[config.mk]
export PLATFORM = sky130hd
export DESIGN_NAME = ip_fetch
export DESIGN_NICKNAME = d
export VERILOG_FILES = /design/src/rtl/ip_fetch_pkg.sv /design/src/rtl/ip_fetch.sv
export SDC_FILE = /design/constraint.sdc
export NUM_CORES = 1
export LEC_CHECK = 0
export BUFFER_PORTS_ARGS = -buffer_cell sky130_fd_sc_hd__buf_2
export CAP_MARGIN = 10
export CELL_PAD_IN_SITES_DETAIL_PLACEMENT = 1
export CELL_PAD_IN_SITES_GLOBAL_PLACEMENT = 1
export CORE_ASPECT_RATIO = 1.5
export CORE_UTILIZATION = 35
export CTS_CLUSTER_SIZE = 30
export DETAILED_ROUTE_END_ITERATION = 16
export MAX_ROUTING_LAYER = met4
export PLACE_DENSITY = 0.93
export RECOVER_POWER = 25
export SKIP_LAST_GASP = 1
export SYNTH_ARGS = -nofsm -noshare
export SYNTH_HDL_FRONTEND = slang
export SYNTH_SLANG_ARGS = --single-unit
[constraint.sdc]
create_clock -name clk -period 4.6 [get_ports clk]
set_input_delay 0 -clock clk [delete_from_list [all_inputs] [get_ports clk]]
set_output_delay 0 -clock clk [all_outputs]
set_load 0.05 [all_outputs]
[src/rtl/ip_fetch_pkg.sv]
// ip_fetch_pkg: constants and types shared by the instruction-fetch front end.
//   IP_WIDTH   : default width of the instruction pointer
//   LINE_WIDTH : width of one code line
//   OPC_JUMP   : opcode byte (line[31:24]) of an unconditional jump
//   HALT_WORD  : the end-of-program word (all ones)
//   fetch_state_t : IDLE / FETCH / ISSUE / HALT
package ip_fetch_pkg;

   localparam int IP_WIDTH   = 8;
   localparam int LINE_WIDTH = 32;

   localparam logic [7:0]            OPC_JUMP  = 8'h40;
   localparam logic [LINE_WIDTH-1:0] HALT_WORD = '1;

   typedef enum logic [1:0] {
      IDLE  = 2'd0,
      FETCH = 2'd1,
      ISSUE = 2'd2,
      HALT  = 2'd3
   } fetch_state_t;

endpackage

[src/rtl/ip_fetch.sv]
// ip_fetch: instruction-fetch front end.
// Holds the instruction pointer, reads one line per fetch from line_mem
// (combinational read), hands it to execute through a valid/ready
// handshake and accepts control-flow redirects. The all-ones word parks
// the unit in HALT until reset.
//
// Ports:
//   clk, reset          : clock, synchronous active-high reset
//   run                 : leave IDLE and start fetching
//   mem_en, mem_ip      : read enable / address to line_mem
//   mem_line            : line returned by line_mem in the same cycle
//   line_out, line_ip   : registered instruction and the address it came from
//   line_valid          : line_out holds an unconsumed instruction
//   line_ready          : execute accepts line_out this cycle
//   redirect, redirect_ip : control-flow change requested by execute
//   halted              : end word reached
//
// Build option: define IP_FETCH_JUMP_FOLD_EN to have jumps (opcode 8'h40)
// resolved inside the fetch unit so execute never sees them.
module ip_fetch #(
   parameter int                                     IP_WIDTH   = ip_fetch_pkg::IP_WIDTH,
   parameter int                                     LINE_WIDTH = ip_fetch_pkg::LINE_WIDTH,
   parameter logic [IP_WIDTH-1:0]                    RESET_IP   = '0
) (
   input  logic                  clk,
   input  logic                  reset,
   input  logic                  run,
   output logic                  mem_en,
   output logic [IP_WIDTH-1:0]   mem_ip,
   input  logic [LINE_WIDTH-1:0] mem_line,
   output logic [LINE_WIDTH-1:0] line_out,
   output logic [IP_WIDTH-1:0]   line_ip,
   output logic                  line_valid,
   input  logic                  line_ready,
   input  logic                  redirect,
   input  logic [IP_WIDTH-1:0]   redirect_ip,
   output logic                  halted
);

   import ip_fetch_pkg::*;

   localparam logic [IP_WIDTH-1:0] IP_ONE = {{(IP_WIDTH-1){1'b0}}, 1'b1};

   fetch_state_t          state_q, state_d;
   logic [IP_WIDTH-1:0]   ip_q, ip_d;
   logic [LINE_WIDTH-1:0] line_q, line_d;
   logic [IP_WIDTH-1:0]   line_ip_q, line_ip_d;
   logic                  valid_q, valid_d;

   always_ff @(posedge clk) begin
      if (reset) begin
         state_q   <= IDLE;
         ip_q      <= RESET_IP;
         line_q    <= '0;
         line_ip_q <= '0;
         valid_q   <= 1'b0;
      end else begin
         state_q   <= state_d;
         ip_q      <= ip_d;
         line_q    <= line_d;
         line_ip_q <= line_ip_d;
         valid_q   <= valid_d;
      end
   end

   always_comb begin
      state_d   = state_q;
      ip_d      = ip_q;
      line_d    = line_q;
      line_ip_d = line_ip_q;
      valid_d   = valid_q;
      case (state_q)
         IDLE: begin
            if (run) state_d = FETCH;
         end
         FETCH: begin
            // A redirect beats capture: the line being read is from the
            // wrong path, so drop it and refetch at the target.
            if (redirect) begin
               ip_d = redirect_ip;
            end else if (&mem_line) begin
               // End word is latched for visibility but never issued.
               line_d    = mem_line;
               line_ip_d = ip_q;
               state_d   = HALT;
            end
`ifdef IP_FETCH_JUMP_FOLD_EN
            else if (mem_line[31:24] == OPC_JUMP) begin
               ip_d = mem_line[16 +: IP_WIDTH];
            end
`endif
            else begin
               line_d    = mem_line;
               line_ip_d = ip_q;
               valid_d   = 1'b1;
               state_d   = ISSUE;
            end
         end
         ISSUE: begin
            // Redirect wins whether or not the line is accepted this cycle;
            // without a handshake the held line is simply flushed.
            if (redirect) begin
               ip_d    = redirect_ip;
               valid_d = 1'b0;
               state_d = FETCH;
            end else if (line_ready) begin
               ip_d    = ip_q + IP_ONE;
               valid_d = 1'b0;
               state_d = FETCH;
            end
         end
         HALT: begin
            valid_d = 1'b0;
         end
         default: begin
            state_d = IDLE;
            valid_d = 1'b0;
         end
      endcase
   end

   assign mem_en     = (state_q == FETCH);
   assign mem_ip     = ip_q;
   assign line_out   = line_q;
   assign line_ip    = line_ip_q;
   assign line_valid = valid_q;
   assign halted     = (state_q == HALT);

endmodule

* Word level (Yosys, flattened, before mapping)
Index checks and enable logic that the tools add are counted. W data, S select, Z words.
Storage, ports and cells: bits in registers 51, bits in latches 0, RAM bits 0, ROM bits 0, bits of input ports 45, output and inout bits 51, word-level logic and storage cells 39, memories 0
Operators by class: add/sub/neg operators 1, $mul 0, divide/modulo/power cells 0, order comparisons 0, eq/ne operators 8, shift operators 0, multiplexer cells 15, bitwise logic cells 1, reduce and logical (&&, ||, !) cells 9
Operator list (number):
- $reduce_and A32 Y1 | 1
- $mux W8 | 3
- $pmux W8 S2 | 1
- $add A8 B1 Y8 const B | 1
- $mux W2 | 4
- $reduce_and A4 Y1 | 2
- $ne A2 B2 Y1 const B | 3
- $pmux W2 S3 | 1
- $reduce_bool A3 Y1 | 2
- $mux W1 | 5
- $eq A2 B2 Y1 const B | 2
- $ne A3 B3 Y1 const B | 1
- $pmux W1 S3 | 1
- $reduce_and A3 Y1 | 1
- $eq A2 B1 Y1 const B | 1
- $logic_not A2 Y1 | 1
- $ne A2 B1 Y1 const B | 1
- $reduce_and A2 Y1 | 1
- $reduce_bool A2 Y1 | 1
- $not A1 Y1 | 1

* Logic depth before layout (Yosys ltp)
Gate-level depths: netlist (run 1).
word-level depth 4, depth in mapped cells 8, mapped depth without buffers 6

* Worst setup path before layout (run 1)
Ideal clock, no wire load.
path type reg2reg, start register state_q[1], end register valid_q, in the netlist line_valid, library setup time 123 ps, data arrival time 1727 ps, data required time 4477 ps, slack 2750 ps, cell stages (with the launch flop) 8, buffers on the path 1, period minus slack after synthesis 1850 ps, path through dfxtp_1 -> inv_1 -> ha_1 -> buf_2 -> nand2_1 -> o21ai_0 -> a311oi_1 -> mux2_1
On the way: longest elaborated chain between the ends 3, elaborated cells on any way between the ends 9, those cells by class eq/ne: 6; mux: 1; reduce/logical: 2
RTL lines:
- start: declaration | line ip_fetch.sv:44 | fetch_state_t state_q, state_d;
- start signal: assignment | line ip_fetch.sv:58 | state_q <= state_d;
- $eq A2 B1 Y1 (*)
- net mem_en | line ip_fetch.sv:28 | output logic mem_en,
- $ne A2 B2 Y1 (no source line) / $reduce_bool A3 Y1 (equally long branches)
- $reduce_and A4 Y1 (no source line)
- end signal: assignment | line ip_fetch.sv:62 | valid_q <= valid_d;
- end: declaration | line ip_fetch.sv:48 | logic valid_q, valid_d;
The timed path passes the listed nets; every way through them passes the cells marked *. A chain may end at the register's enable or synchronous reset.

* Final worst setup path (run 1)
start register state_q[1], end register line_q[27], in the netlist line_out[27]
On the way: longest elaborated chain between the ends 2
RTL lines:
- $eq A2 B1 Y1 | line ip_fetch.sv:72 | case (state_q)
- $reduce_and A2 Y1 (no source line)
- end signal: assignment | line ip_fetch.sv:60 | line_q <= line_d;
- end: declaration | line ip_fetch.sv:46 | logic [LINE_WIDTH-1:0] line_q, line_d;
Every way passes these cells.

==> summary.txt, run 1 <==
Cells and area
  – Final layout net count: 443
  – Most common cell after layout, fill and taps aside: nand2_1
  – Commonest cells after routing, fill and taps aside: nand2_1, buf_2, dfxtp_1, a21oi_1, dlygate4sd3_1
  – Synth-to-layout area growth: 42.5%
  – Share of cells above drive strength 1: a little over a fifth
  – Final core occ: 52.4%

Timing
  – Transition time of the tightest slew-check pin: 0.979 ns
  – Hold Violations, Final: 0
  – Worst Slack Setup Final: 2.39 ns
  – Crit share post-route: 48.1%
  – # setup viols final: 0
  – Clock period minus final worst setup slack: between 2 and 2.5 ns
  – Slew Viols, Final: 0
  – Fmax: approximately 450 MHz
  – Sum of negative setup slack: 0 ns
  – Worst relative slew slack: 34.8%
  – Unrepaired setup endpoints after global routing: no
  – Largest clock skew in the final design: 0.0126 ns

Setup path
  – Data required time at the worst endpoint: 4.80 ns
  – Register-to-register path setup slack: 2.39 ns
  – Origin of the worst setup path: state_q[1]
  – Reg-to-reg critical path startpoint: state_q[1]
  – Critical path type: flip-flop to flip-flop
  – Critical Path End Type: flip-flop
  – Data arrival, critical path: 2.42 ns
  – Kind of start point of the critical path: flip-flop
  – Worst-path fanout max: 21

CTS
  – CTS Root Buffer Type: clkbuf_8
  – Number of gates resized after CTS: 0
  – Total of hold buffers inserted after clock tree synthesis: 34
  – Clock sink count: 51
  – Clock-pin slew of the registers on the worst-case setup and hold paths: 0.10 ns
  – Maximum count of clock buffers along a single path: 2
  – Post-CTS setup-driven buffer insertion count: 0
  – CTS tree: yes
  – Total number of H-tree levels: 2
  – Insertion delay of the later-clocked pin in the worst-skew pair: 0.31 ns
  – CTS buffer count: 5

Floorplanning
  – FP Rows: 34
  – Starting utilization of the core area: a little under two fifths
  – Width of the die: 66.1 µm
  – Die Outline Area: about 0.0065 mm²
  – Total I/O pin count: 96
  – Die outline height: about 98 µm
  – Placeable Area: 0.00587 mm²

Global routing
  – Aggregate global-route resource usage: 26.0%
  – Number of global-route vias before repair: ~2500
  – Number of antenna violations at the first check in global routing: 2
  – Wire length of the first global-routing pass: 12.4 mm
  – Pin count of the biggest net entering global routing: 53
  – Congestion Overflow GR: 0

Drt
  – Router iterations before antenna repair: 4
  – Vias per cell: 5.37
  – Initial detailed-routing violation count: a little under 100
  – Antenna-violating nets left: 0
  – Average wire per cell in the routed design: 17.7 µm
  – Vias: roughly 2500
  – Number of remaining DRC errors: 0
  – Total routed wirelength: 8.26 mm

Yosys
  – Proportion of synthesized chip area in sequential cells: 47.3%
  – Synthesized net count: about 320
  – Cell area after synthesis: 0.00216 mm²
  – Flip-flop and latch count after synthesis: 51
  – Syn avg cell area: 7.90 µm²
  – Synthesis warning total: 0
  – Number of distinct library cells after synthesis: 33
  – Cells after Synth: 273

Placed design
  – Estimated wirelength of the detail-placed design: 4.88 mm
  – Worst setup slack before clock tree synthesis: ~2.6 ns
  – Gp weighted congestion: 0.800
  – Port buffer count: 95

Pwr
  – Power density normalized to cell area: 495 mW/mm²
  – Cell leakage power: 1.23 nW
  – Overall Power: 1.52 mW
  – Peak supply drop: between 0.2 and 0.25 mV

Status
  – Result of the run: completed

Job
  – Max capacitance violation total: 0

Worst hold path
  – Startpoint of the lowest-slack hold path: redirect_ip[5]
  – Type of the most critical hold path: primary input to flip-flop
[per-layer routing]
metal / global-route usage, % / share of wire, % / vias up
li1: - / - / 1170
met1: 25.6 / 36 / 1203
met2: 46.5 / 55 / 100
met3: 3.86 / 4.5 / 34
met4: 15.4 / 4.6 / 0
met5: - / 0 / -
[layout make-up]
cell class | count | area, µm²
fill | 770 | 2800
multi-input combinational | 202 | 1050
sequential | 51 | 1020
timing repair buffer | 131 | 800
tap | 72 | 90.1
clock buffer | 6 | 72.6
clock inverter | 1 | 30.0
inverter | 2 | 7.51
antenna | 2 | 5.00
[state kept, by name, summed over array words and instances (netlist names)]
signal and cells:
line_out 32, line_ip 8, mem_ip 8, state_q 2
line_valid 1
[worst paths after layout]
check / cells after the start / to
min: 3 / mem_ip[5]
min reg2reg: 2 / line_out[15]
max: 6 / line_out[27]
max reg2reg: 6 / line_out[27]
[power breakdown]
group	leakage (nW)	internal (mW)	switching [mW]	total [mW]
Clock	0.0513	0.160	0.146	0.305
Combinational	0.767	0.177	0.461	0.638
Sequential	0.415	0.511	0.0665	0.577
Total	1.23	0.848	0.673	1.52
[per-stage QoR]
step                instances  hold slack, ns  cell area (µm²)
floorplan                 273           0.136             2160
global placement          424           0.256             2660
detailed placement        424           0.264             2660
CTS                       465          0.0315             3100
global route              467          0.0409             3070
finish                    467          0.0360             3070
[cell families (layout without fill, tap and decap cells)]
family | Yosys count | count (layout) | share of synthesized area (%)
AND/OR/NAND/NOR | 124 | 124 | 25.0
AO/OA/AOI/OAI | 69 | 69 | 18.6
flip-flops | 51 | 51 | 47.3
buffers and inverters | 20 | 140 | 4.18
adder cells (fa/ha/maj) | 5 | 5 | 2.90
multiplexers | 4 | 4 | 2.03
other | 0 | 2 | 0
[cell usage after synthesis, drive strengths merged]
cell,n,area (µm²)
o32ai,1,8.76
mux2i,1,10.0
clkbuf,9,33.8
mux2,3,33.8
ha,5,62.6
nor4,2,12.5
o21ba,1,10.0
nor2,5,18.8
a21oi,47,235
dfxtp,51,1020
a211oi,3,22.5
nand2b,3,18.8
o22a,1,8.76
inv,2,7.51
nor3,3,15.0
nand2,89,334
and2,3,18.8
o211a,1,17.5
and4,1,8.76
nand4,10,62.6
and3,1,6.26
o21ai,10,50.1
o22ai,1,6.26
buf,9,48.8
a311oi,4,41.3
nor2b,5,33.8
nand3,2,10.0
[worst max-delay path: stages (launching register included)]
cell and delay (ns):
dfxtp_1 0.40, inv_1 0.08, ha_1 0.32, nand2b_1 0.59, buf_4 0.38, nand2_1 0.09
a21oi_1 0.25
Power figures use the tool's default switching activity.
==> run 2, diff against run 1 <==
Settings changed: CORE_UTILIZATION 35 to 29, PLACE_DENSITY 0.93 to 0.83.
Clock period 4.6 ns to 1.95 ns, I/O delays scaled along.
==> run 2 against run 1 <==
  * Worst setup slack lost 2.2 ns
  * Combinational power is 140% higher
  * Sequential share of layout area is 1.1 points lower
  * Worst hold slack got worse by 0.0055 ns
  * First-iteration DRC count increased by 4.0%
  * Via count shrank 2.9%
  * Non-clock buffer count up 4
  * Die area grew 20%
  * Largest cell class unchanged
  * Largest power group unchanged
==> summary.txt, run 2 (synthesis results as in run 1) <==
Setup path
  – Reg-to-reg critical path startpoint: state_q[1]
  – Kind of start point of the critical path: flip-flop
  – Critical path's top delay family: compound AO/OA/AOI/OAI gates
  – Slowest stage cell on the critical path: dfxtp_1
  – Data arrival, critical path: 2.00 ns
  – Largest stage delay, worst path: ~0.39 ns
  – Cells along the critical path: inv_1 -> ha_1 -> nor2b_2 -> o22a_1 -> nor2_1 -> a311oi_1
  – Worst Path Buf+Inv: 1
  – Critical Path End Type: flip-flop
  – Worst-path fanout max: 12
  – Origin of the worst setup path: state_q[1]
  – Data required time at the worst endpoint: 2.16 ns
  – Critical path type: flip-flop to flip-flop

CTS
  – Post-CTS setup-driven buffer insertion count: 0
  – Total number of H-tree levels: 2
  – CTS Root Buffer Type: clkbuf_8
  – CTS tree: yes
  – Insertion delay of the later-clocked pin in the worst-skew pair: 0.30 ns
  – Number of gates resized after CTS: 0
  – CTS buffer count: 5
  – Clock-pin slew of the registers on the worst-case setup and hold paths: 0.09 ns
  – Clock sink count: 51
  – Maximum count of clock buffers along a single path: 2

Cells and area
  – Final design area excluding fillers: 0.00318 mm²
  – Antenna Diode Count: 0
  – Commonest cells after routing, fill and taps aside: nand2_1, buf_2, dfxtp_1, a21oi_1, dlygate4sd3_1
  – Max FFs per register: 32
  – Final layout net count: about 450
  – Most common cell after layout, fill and taps aside: nand2_1
  – Synth-to-layout area growth: 47.3%
  – Share of cells above drive strength 1: 22.6%

Floorplanning
  – Width of the die: 72.4 µm
  – FP Rows: 38
  – Starting utilization of the core area: 29.8%
  – Die Outline Area: 0.00779 mm²
  – Placeable Area: just over 0.007 mm²
  – Die outline height: 108 µm
  – Total I/O pin count: 96

Global routing
  – Aggregate global-route resource usage: 20.1%
  – Number of global-route vias before repair: 2499
  – Congestion Overflow GR: 0
  – Number of antenna violations at the first check in global routing: 0
  – Pin count of the biggest net entering global routing: between 40 and 50
  – Wire length of the first global-routing pass: 11.8 mm

Timing
  – Slew Viols, Final: 0
  – Worst relative slew slack: 57.8%
  – Unrepaired setup endpoints after global routing: no
  – Sum of negative setup slack: 0 ns
  – # setup viols final: 0
  – Hold Violations, Final: 0
  – Clock period minus final worst setup slack: around 1.8 ns
  – Crit share post-route: 92.1%
  – Transition time of the tightest slew-check pin: 0.636 ns
  – Post-Route Hold Slack: 0.0304 ns
  – Fmax: around 560 MHz
  – Largest clock skew in the final design: 0.00919 ns

Drt
  – Initial detailed-routing violation count: 103
  – Router iterations before antenna repair: 4
  – Vias: 2434
  – Average wire per cell in the routed design: 15.1 µm
  – Vias per cell: 4.89
  – Antenna-violating nets left: 0
  – Total routed wirelength: 7.50 mm
  – Number of remaining DRC errors: 0

Placed design
  – Port buffer count: between 90 and 100
  – Gp weighted congestion: 0.809
  – Estimated wirelength of the detail-placed design: 4.87 mm
  – Dpl cell area: 0.00275 mm²

Pwr
  – Peak supply drop: 0.638 mV
  – Power density normalized to cell area: approximately 1100 mW/mm²
  – Cell leakage power: approximately 1.3 nW

Status
  – Result of the run: completed

Worst hold path
  – Startpoint of the lowest-slack hold path: redirect_ip[5]
  – Type of the most critical hold path: primary input to flip-flop

Job
  – Max capacitance violation total: 0
## run 2: cell count changes in the layout (fill, tap and decap cells not counted), sizes merged
cell / change
buf: +4
diode: -2
inv: +1
## run 2: what timing repair did
action                                  in CTS  in global routing
hold buffers                                34                  0
endpoints found under the hold margin       34                  0
endpoints found under the setup margin       0                  0
## run 2: power by group
part | internal [mW] | switching, mW | total (mW)
combinational | 0.447 | 1.07 | 1.52
sequential | 1.20 | 0.147 | 1.35
clock | 0.423 | 0.362 | 0.785
total | 2.07 | 1.58 | 3.65
## run 2: layer usage
layer	wire length [µm]	share of wire, %	GRT usage (%)	vias to the layer above
met3	275	3.7	3.28	10
met4	107	1.4	5.88	0
met1	2930	39	21.4	1180
met5	0	0	-	-
met2	4190	56	37.4	68
li1	-	-	-	1176
## run 2: area by class of cell
class / count / area (µm²)
Fill cell: 922 / 4050
Multi-Input combinational cell: 202 / 1050
Sequential cell: 51 / 1020
Timing Repair Buffer: 135 / 855
Tap cell: 100 / 125
Clock buffer: 6 / 82.6
Clock inverter: 2 / 38.8
Inverter: 2 / 7.51
## run 2: through the flow
step | power, mW | setup slack, ns | util [%] | instances
2_1_floorplan | 2.45 | 0.0997 | - | 273
5_1_grt | 3.84 | 0.0157 | 44.0 | 498
6_report | 3.65 | 0.155 | 44.0 | 498
4_1_cts | 3.71 | 0.146 | 44.4 | 498
3_3_place_gp | 2.80 | 0.303 | 38.0 | 456
3_5_place_dp | 2.86 | 0.169 | 38.0 | 456
## run 2: path summary, 6_finish.rpt
path | depth (start not counted) | end | slack (ns)
setup / recovery | 6 | mem_ip[1] | 0.15
hold / removal | 3 | mem_ip[5] | 0.03
setup reg to reg | 6 | mem_ip[1] | 0.15
hold reg to reg | 2 | line_out[9] | 0.46
## run 2: worst min-delay path, stage by stage
cell and delay, ns:
buf_2 0.10, o32ai_1 0.10, a211oi_1 0.09
